<file path="config.mk">
export PLATFORM = sky130hd
export DESIGN_NAME = aes_uart_host
export DESIGN_NICKNAME = d
export VERILOG_FILES = /design/src/rtl/aes_uart_host_pkg.sv /design/src/rtl/aes_uart_host_rx.sv /design/src/rtl/aes_uart_host.sv
export SDC_FILE = /design/constraint.sdc
export NUM_CORES = 1
export LEC_CHECK = 0
export BUFFER_PORTS_ARGS = -buffer_cell sky130_fd_sc_hd__buf_4
export CORE_UTILIZATION = 59
export DETAILED_ROUTE_END_ITERATION = 16
export GPL_ROUTABILITY_DRIVEN = 0
export PLACE_DENSITY = 0.93
export SYNTH_ARGS = -nofsm -noshare
export SYNTH_HDL_FRONTEND = slang
export SYNTH_SLANG_ARGS = --single-unit
</file>
<file path="constraint.sdc">
create_clock -name io_clk -period 7 [get_ports io_clk]
set_input_delay 0.35 -clock io_clk [delete_from_list [all_inputs] [get_ports io_clk]]
set_output_delay 0.35 -clock io_clk [all_outputs]
set_load 0.03 [all_outputs]
</file>
<file path="src/rtl/aes_uart_host_pkg.sv">
// aes_uart_host_pkg: shared FSM state type and frame-size constants for the host UART link
package aes_uart_host_pkg;
    typedef enum logic [1:0] {IDLE, SEND, RECV, DONE} state_e;
    localparam int TX_BYTES       = 32;
    localparam int RX_BYTES       = 16;
    localparam int UART_DATA_BITS = 8;
endpackage

</file>
<file path="src/rtl/aes_uart_host_rx.sv">
// uart_rx_byte: 8N1 byte receiver with mid-bit sampling and start-glitch rejection
//   io_clk, io_reset : clock, synchronous active-high reset
//   enable           : low holds the receiver in its hunt state
//   rx               : already-synchronised serial line
//   byte_valid       : one-cycle pulse with data on a good stop bit
//   data             : last received byte
//   stop_err         : one-cycle pulse on a stop bit sampled low
//   rx_active        : high from start-bit detection until the frame ends
module uart_rx_byte
    import aes_uart_host_pkg::*;
#(
    parameter int CLKS_PER_BIT = 868
) (
    input  logic       io_clk,
    input  logic       io_reset,
    input  logic       enable,
    input  logic       rx,
    output logic       byte_valid,
    output logic [7:0] data,
    output logic       stop_err,
    output logic       rx_active
);
    localparam int BW = $clog2(CLKS_PER_BIT);
    localparam logic [BW-1:0] HALF_LAST = BW'(CLKS_PER_BIT / 2 - 1);
    localparam logic [BW-1:0] FULL_LAST = BW'(CLKS_PER_BIT - 1);
    localparam logic [3:0] STOP_BIT = 4'(UART_DATA_BITS + 1);

    logic          prev_q, active_q, active_d, valid_q, valid_d, err_q, err_d;
    logic [BW-1:0] cnt_q, cnt_d;
    logic [3:0]    bit_q, bit_d;
    logic [7:0]    data_q, data_d;
    logic          sample;

    // bit 0 is the start bit, checked half a bit in; later bits one full bit apart
    assign sample = active_q && cnt_q == ((bit_q == 4'd0) ? HALF_LAST : FULL_LAST);

    always_comb begin
        active_d = active_q;
        cnt_d    = cnt_q + BW'(1);
        bit_d    = bit_q;
        data_d   = data_q;
        valid_d  = 1'b0;
        err_d    = 1'b0;
        if (!enable)
            active_d = 1'b0;
        else if (!active_q) begin
            if (prev_q && !rx) begin
                active_d = 1'b1;
                cnt_d    = '0;
                bit_d    = '0;
            end
        end else if (sample) begin
            cnt_d = '0;
            if (bit_q == 4'd0) begin
                active_d = !rx;
                bit_d    = 4'd1;
            end else if (bit_q == STOP_BIT) begin
                active_d = 1'b0;
                valid_d  = rx;
                err_d    = !rx;
            end else begin
                data_d = {rx, data_q[7:1]};
                bit_d  = bit_q + 4'd1;
            end
        end
    end

    always_ff @(posedge io_clk) begin
        if (io_reset) begin
            prev_q   <= 1'b1;
            active_q <= 1'b0;
            valid_q  <= 1'b0;
            err_q    <= 1'b0;
            cnt_q    <= '0;
            bit_q    <= '0;
            data_q   <= '0;
        end else begin
            prev_q   <= rx;
            active_q <= active_d;
            valid_q  <= valid_d;
            err_q    <= err_d;
            cnt_q    <= cnt_d;
            bit_q    <= bit_d;
            data_q   <= data_d;
        end
    end

    assign byte_valid = valid_q;
    assign stop_err   = err_q;
    assign data       = data_q;
    assign rx_active  = active_q;
endmodule

</file>
<file path="src/rtl/aes_uart_host.sv">
// aes_uart_host: sends key+plaintext over UART to the AES chip and collects the 16-byte ciphertext
//   io_clk, io_reset        : clock, synchronous active-high reset
//   start, key, plaintext   : request and the 256-bit block captured with it
//   io_tx / io_rx / io_done : chip pads (rx and done are asynchronous)
//   busy, result_valid, ciphertext, timeout, frame_err, chip_done : status and result
module aes_uart_host
    import aes_uart_host_pkg::*;
#(
    parameter int CLKS_PER_BIT   = 868,
    parameter int TIMEOUT_CYCLES = 2000000
) (
    input  logic         io_clk,
    input  logic         io_reset,
    input  logic         start,
    input  logic [127:0] key,
    input  logic [127:0] plaintext,
    output logic         io_tx,
    input  logic         io_rx,
    input  logic         io_done,
    output logic         busy,
    output logic         result_valid,
    output logic [127:0] ciphertext,
    output logic         timeout,
    output logic         frame_err,
    output logic         chip_done
);
    localparam int BW = $clog2(CLKS_PER_BIT);
    localparam int TW = $clog2(TIMEOUT_CYCLES);
    localparam logic [BW-1:0] BAUD_LAST = BW'(CLKS_PER_BIT - 1);
    localparam logic [TW-1:0] TO_LAST   = TW'(TIMEOUT_CYCLES - 1);
    localparam logic [4:0]    TX_LAST   = 5'(TX_BYTES - 1);
    localparam logic [3:0]    RX_LAST   = 4'(RX_BYTES - 1);
    localparam logic [3:0]    STOP_BIT  = 4'(UART_DATA_BITS + 1);

    state_e         state_q, state_d;
    logic [255:0]   sh_q, sh_d;
    logic [BW-1:0]  baud_q, baud_d;
    logic [3:0]     bit_q, bit_d;
    logic [4:0]     tbyte_q, tbyte_d;
    logic [3:0]     rbyte_q, rbyte_d;
    logic [TW-1:0]  to_q, to_d;
    logic [127:0]   ct_q, ct_d;
    logic           tx_q, tx_d, timeout_q, timeout_d, ferr_q, ferr_d;
    logic [1:0]     rx_sync_q, done_sync_q;
    logic [7:0]     tx_byte, rx_data;
    logic           rx_valid, rx_err, rx_active;

    uart_rx_byte #(.CLKS_PER_BIT(CLKS_PER_BIT)) u_rx (
        .io_clk     (io_clk),
        .io_reset   (io_reset),
        .enable     (state_q == RECV),
        .rx         (rx_sync_q[1]),
        .byte_valid (rx_valid),
        .data       (rx_data),
        .stop_err   (rx_err),
        .rx_active  (rx_active)
    );

    always_comb begin
        state_d   = state_q;
        sh_d      = sh_q;
        baud_d    = baud_q;
        bit_d     = bit_q;
        tbyte_d   = tbyte_q;
        rbyte_d   = rbyte_q;
        to_d      = to_q;
        ct_d      = ct_q;
        timeout_d = 1'b0;
        ferr_d    = 1'b0;
        case (state_q)
            IDLE: if (start) begin
                state_d = SEND;
                sh_d    = {key, plaintext};
                baud_d  = '0;
                bit_d   = '0;
                tbyte_d = '0;
            end
            SEND: begin
                baud_d = (baud_q == BAUD_LAST) ? '0 : baud_q + BW'(1);
                if (baud_q == BAUD_LAST) begin
                    bit_d = (bit_q == STOP_BIT) ? '0 : bit_q + 4'd1;
                    if (bit_q == STOP_BIT) begin
                        sh_d    = sh_q << 8;
                        tbyte_d = tbyte_q + 5'd1;
                        if (tbyte_q == TX_LAST) begin
                            state_d = RECV;
                            rbyte_d = '0;
                            to_d    = '0;
                        end
                    end
                end
            end
            RECV: begin
                to_d = rx_active ? '0 : to_q + TW'(1);
                if (rx_err) begin
                    ferr_d  = 1'b1;
                    state_d = IDLE;
                end else if (rx_valid) begin
                    // byte n lands at bits [127-8n -: 8]; ~n*8 is that slice's base
                    ct_d[{~rbyte_q, 3'b000} +: 8] = rx_data;
                    rbyte_d = rbyte_q + 4'd1;
                    state_d = (rbyte_q == RX_LAST) ? DONE : RECV;
                end else if (!rx_active && to_q == TO_LAST) begin
                    timeout_d = 1'b1;
                    state_d   = IDLE;
                end
            end
            default: state_d = IDLE;
        endcase
        // line level is derived from next-state so the pad is driven from a flop without lag
        tx_byte = sh_d[255:248];
        tx_d = (state_d != SEND || bit_d == STOP_BIT) ? 1'b1 :
               (bit_d == 4'd0) ? 1'b0 : tx_byte[3'(bit_d - 4'd1)];
    end

    always_ff @(posedge io_clk) begin
        if (io_reset) begin
            state_q     <= IDLE;
            sh_q        <= '0;
            baud_q      <= '0;
            bit_q       <= '0;
            tbyte_q     <= '0;
            rbyte_q     <= '0;
            to_q        <= '0;
            ct_q        <= '0;
            tx_q        <= 1'b1;
            timeout_q   <= 1'b0;
            ferr_q      <= 1'b0;
            rx_sync_q   <= 2'b11;
            done_sync_q <= 2'b00;
        end else begin
            state_q     <= state_d;
            sh_q        <= sh_d;
            baud_q      <= baud_d;
            bit_q       <= bit_d;
            tbyte_q     <= tbyte_d;
            rbyte_q     <= rbyte_d;
            to_q        <= to_d;
            ct_q        <= ct_d;
            tx_q        <= tx_d;
            timeout_q   <= timeout_d;
            ferr_q      <= ferr_d;
            rx_sync_q   <= {rx_sync_q[0], io_rx};
            done_sync_q <= {done_sync_q[0], io_done};
        end
    end

    assign io_tx        = tx_q;
    assign busy         = state_q != IDLE;
    assign result_valid = state_q == DONE;
    assign ciphertext   = ct_q;
    assign timeout      = timeout_q;
    assign frame_err    = ferr_q;
    assign chip_done    = done_sync_q[1];
endmodule

</file>
==> results.py <==
metrics = {
    "finish": {
        "layout-drive-gt1-share_pct": 20.5,
        "final_cell_mix": "463 x dfxtp_1, 404 x buf_4, 317 x nand2_1",
        "syn2layout_area_growth_pct": 24.7,
        "finalNetCount": 2650,
        "final_common_cell": "dfxtp_1",
        "nFillCells": 1928,
    },
    "setup_path": {
        "crit_type": "flop to flop",
        "worstRegToRegCells": 7,
        "cp-startpoint": "state_q[0]",
        "ff2ff_setup_slack_ns": 3.40,
        "critPathLaunchType": "flop",
        "crit_required_ns": 7.46,
        "arrival_ns": 4.06,
        "critical_path.max_fanout": 93,
        "r2r-end": "sh_q[140]",
        "reg2reg_from": "state_q[0]",
        "end_kind": "flop",
    },
    "grt": {
        "grt.overflow.total": 0,
        "grt_pass1_wl_um": 83800,
        "grt_pass1_vias": 16500,
        "grt_usage_pct": 33.2,
        "grt_max_degree": 247,
        "antenna_found_initial": 1,
    },
    "clock_network": {
        "cts_buffers": 47,
        "clk_pin_slew_ns": 0.06,
        "htree_levels": 2,
        "postCtsSetupBuffers": 0,
        "cts_tree": "yes",
        "clk-insertion-delay-late_ns": 0.56,
        "cts_resized": 0,
        "holdBufCountCts": 2,
        "clockBufferDepth": 3,
        "numClockSinks": 463,
        "cts_root_buf": "clkbuf_16",
    },
    "power_and_ir_drop": {
        "irDropWorstVdd_v": 0.000223,
        "leakage_nw": 8.91,
        "p_per_area_nw_per_um2": 251,
    },
    "synthesis": {
        "yosys_most_used_dff": "dfxtp_1",
        "postSynthNetCount": 2352,
        "postSynthCellCount": 2078,
        "yosysWarningCount": 0,
        "synth_cell_types": 57,
        "synth-seq-cells": 463,
        "syn_area_sq_um": 18200,
        "ys_seq_area_share_pct": 50.8,
        "synth_edf_count": 0,
        "ys_async_sr_fraction_pct": 0,
        "synth_area_per_cell_sq_um": 8.77,
    },
    "detailed_routing": {
        "drt_iter0_markers": 1647,
        "ant_nets": 0,
        "drtPass1Iterations": 6,
        "drc": 0,
        "wl_per_cell_um": 19.7,
        "wl_um": 55100,
        "vias": 17200,
        "via_per_inst": 6.13,
    },
    "sta": {
        "finalSetupTns_ns": 0,
        "rsz0062_at_grt": "no",
        "finalMaxSlewViolations": 0,
        "fmax_mhz": 278,
        "max_slew_margin_pct": 15.9,
        "fin_crit_ns": 3.60,
        "layout_setup_ws_ns": 3.40,
        "setup_viol": 0,
        "fin_worst_skew_ns": 0.0263,
        "finalCritPeriodShare_pct": 51.5,
        "tightest_slew_ns": 1.25,
        "hold_viol": 0,
    },
    "run_status": {
        "status": "finished, final reports clean",
    },
    "die": {
        "die_h_um": 178,
        "pin_count": 395,
        "die_area_sq_um": 31600,
        "rows": 63,
        "core-area_sq_um": 30000,
        "die_w_um": 178,
        "initial_core_util_pct": 60.7,
    },
    "worst_hold_path": {
        "whs_endpoint": "sh_q[5]",
        "min_from": "plaintext[5]",
        "hold_path_class": "primary input to flop",
        "min_path_cells": 3,
    },
    "place": {
        "portBuffers": 394,
        "post-dp-hpwl_um": 35500,
        "place_ws_ns": 3.53,
    },
    "flow_run": {
        "drv_cap": 0,
    },
}
-- flip-flops by register name, summed over array words and instances (netlist names), 2 cells and up --
name / count
rbyte_q: 4
bit_q: 4
u_rx.data: 8
u_rx.cnt_q: 10
ciphertext: 128
done_sync_q: 2
sh_q: 256
u_rx.bit_q: 4
rx_sync_q: 2
to_q: 21
state_q: 2
tbyte_q: 5
baud_q: 10
-- how the worst max path moves through the flow --
stage	to	cells past startpoint
2_1_floorplan	io_tx	10
3_3_place_gp	sh_q[132]	7
3_5_place_dp	sh_q[160]	7
4_1_cts	sh_q[140]	7
5_1_grt	sh_q[118]	7
6_report	sh_q[140]	7
-- layer usage --
layer  GRT usage, %  vias up  share of wire (%)
met4           15.5        0                4.2
li1               -     7926                  -
met2           56.5      881                 48
met3           8.29      161                9.9
met1           39.2     8198                 38
met5              0        -                  0
-- power breakdown --
group          leakage [nW]  switching (mW)  internal (mW)
registers              3.78          0.0652           2.74
clock network         0.743            1.03           1.42
logic                  4.39           0.248          0.208
-- final cells by class --
class,instances,area [sq um],share of cell area [%]
clock buffer,74,1410,6.19
tap,390,488,2.15
sequential,463,9270,40.8
antenna,1,2.50,0.0110
timing repair buffer,408,3090,13.6
clock inverter,9,114,0.501
multi-input combinational,1442,8320,36.6
inverter,14,52.6,0.231
-- Yosys cell counts, drive strengths merged, types with 12 or more instances --
| library cell | count | area, sq um |
|---|---|---|
| a21oi | 303 | 1520 |
| a22oi | 245 | 1840 |
| and2 | 15 | 93.8 |
| and3 | 12 | 75.1 |
| buf | 17 | 76.3 |
| clkbuf | 142 | 533 |
| dfxtp | 463 | 9270 |
| ha | 13 | 163 |
| inv | 14 | 52.6 |
| mux2i | 112 | 1120 |
| nand2 | 317 | 1190 |
| nand3 | 65 | 330 |
| nor2 | 196 | 738 |
| nor3 | 18 | 116 |
| o21ai | 16 | 80.1 |
| xnor2 | 12 | 105 |
| xor2 | 22 | 193 |
-- stage by stage --
| step | utilization (%) | cells | total power [mW] | area (sq um) | hold slack [ns] |
|---|---|---|---|---|---|
| 5_1_grt | 75.7 | 2801 | 5.89 | 22700 | 0.0590 |
| 3_3_place_gp | 70.6 | 2715 | 3.29 | 21200 | 0.400 |
| 2_1_floorplan | - | 2078 | 3.11 | 18200 | 0.389 |
| 6_report | 75.7 | 2801 | 5.72 | 22700 | 0.0484 |
| 4_1_cts | 75.7 | 2800 | 5.73 | 22700 | 0.0327 |
| 3_5_place_dp | 70.6 | 2715 | 3.31 | 21200 | 0.408 |
-- kinds of logic after synthesis --
kind of cell | share of synthesized area (%)
simple gates | 16.6
compound gates | 20.2
flops | 50.8
buf+inv | 3.63
mux | 6.15
xor+xnor | 1.63
fa+ha+maj | 0.892
-- critical path, cell delays in order, from the launching register on --
cell     delay [ns]
dfxtp_1        0.49
nor2b_1        0.62
nor2_4         0.31
nor2_4         0.19
buf_4          0.62
buf_4          0.81
nand2_1        0.20
a21oi_1        0.21
(Power assumes the default switching activity.)
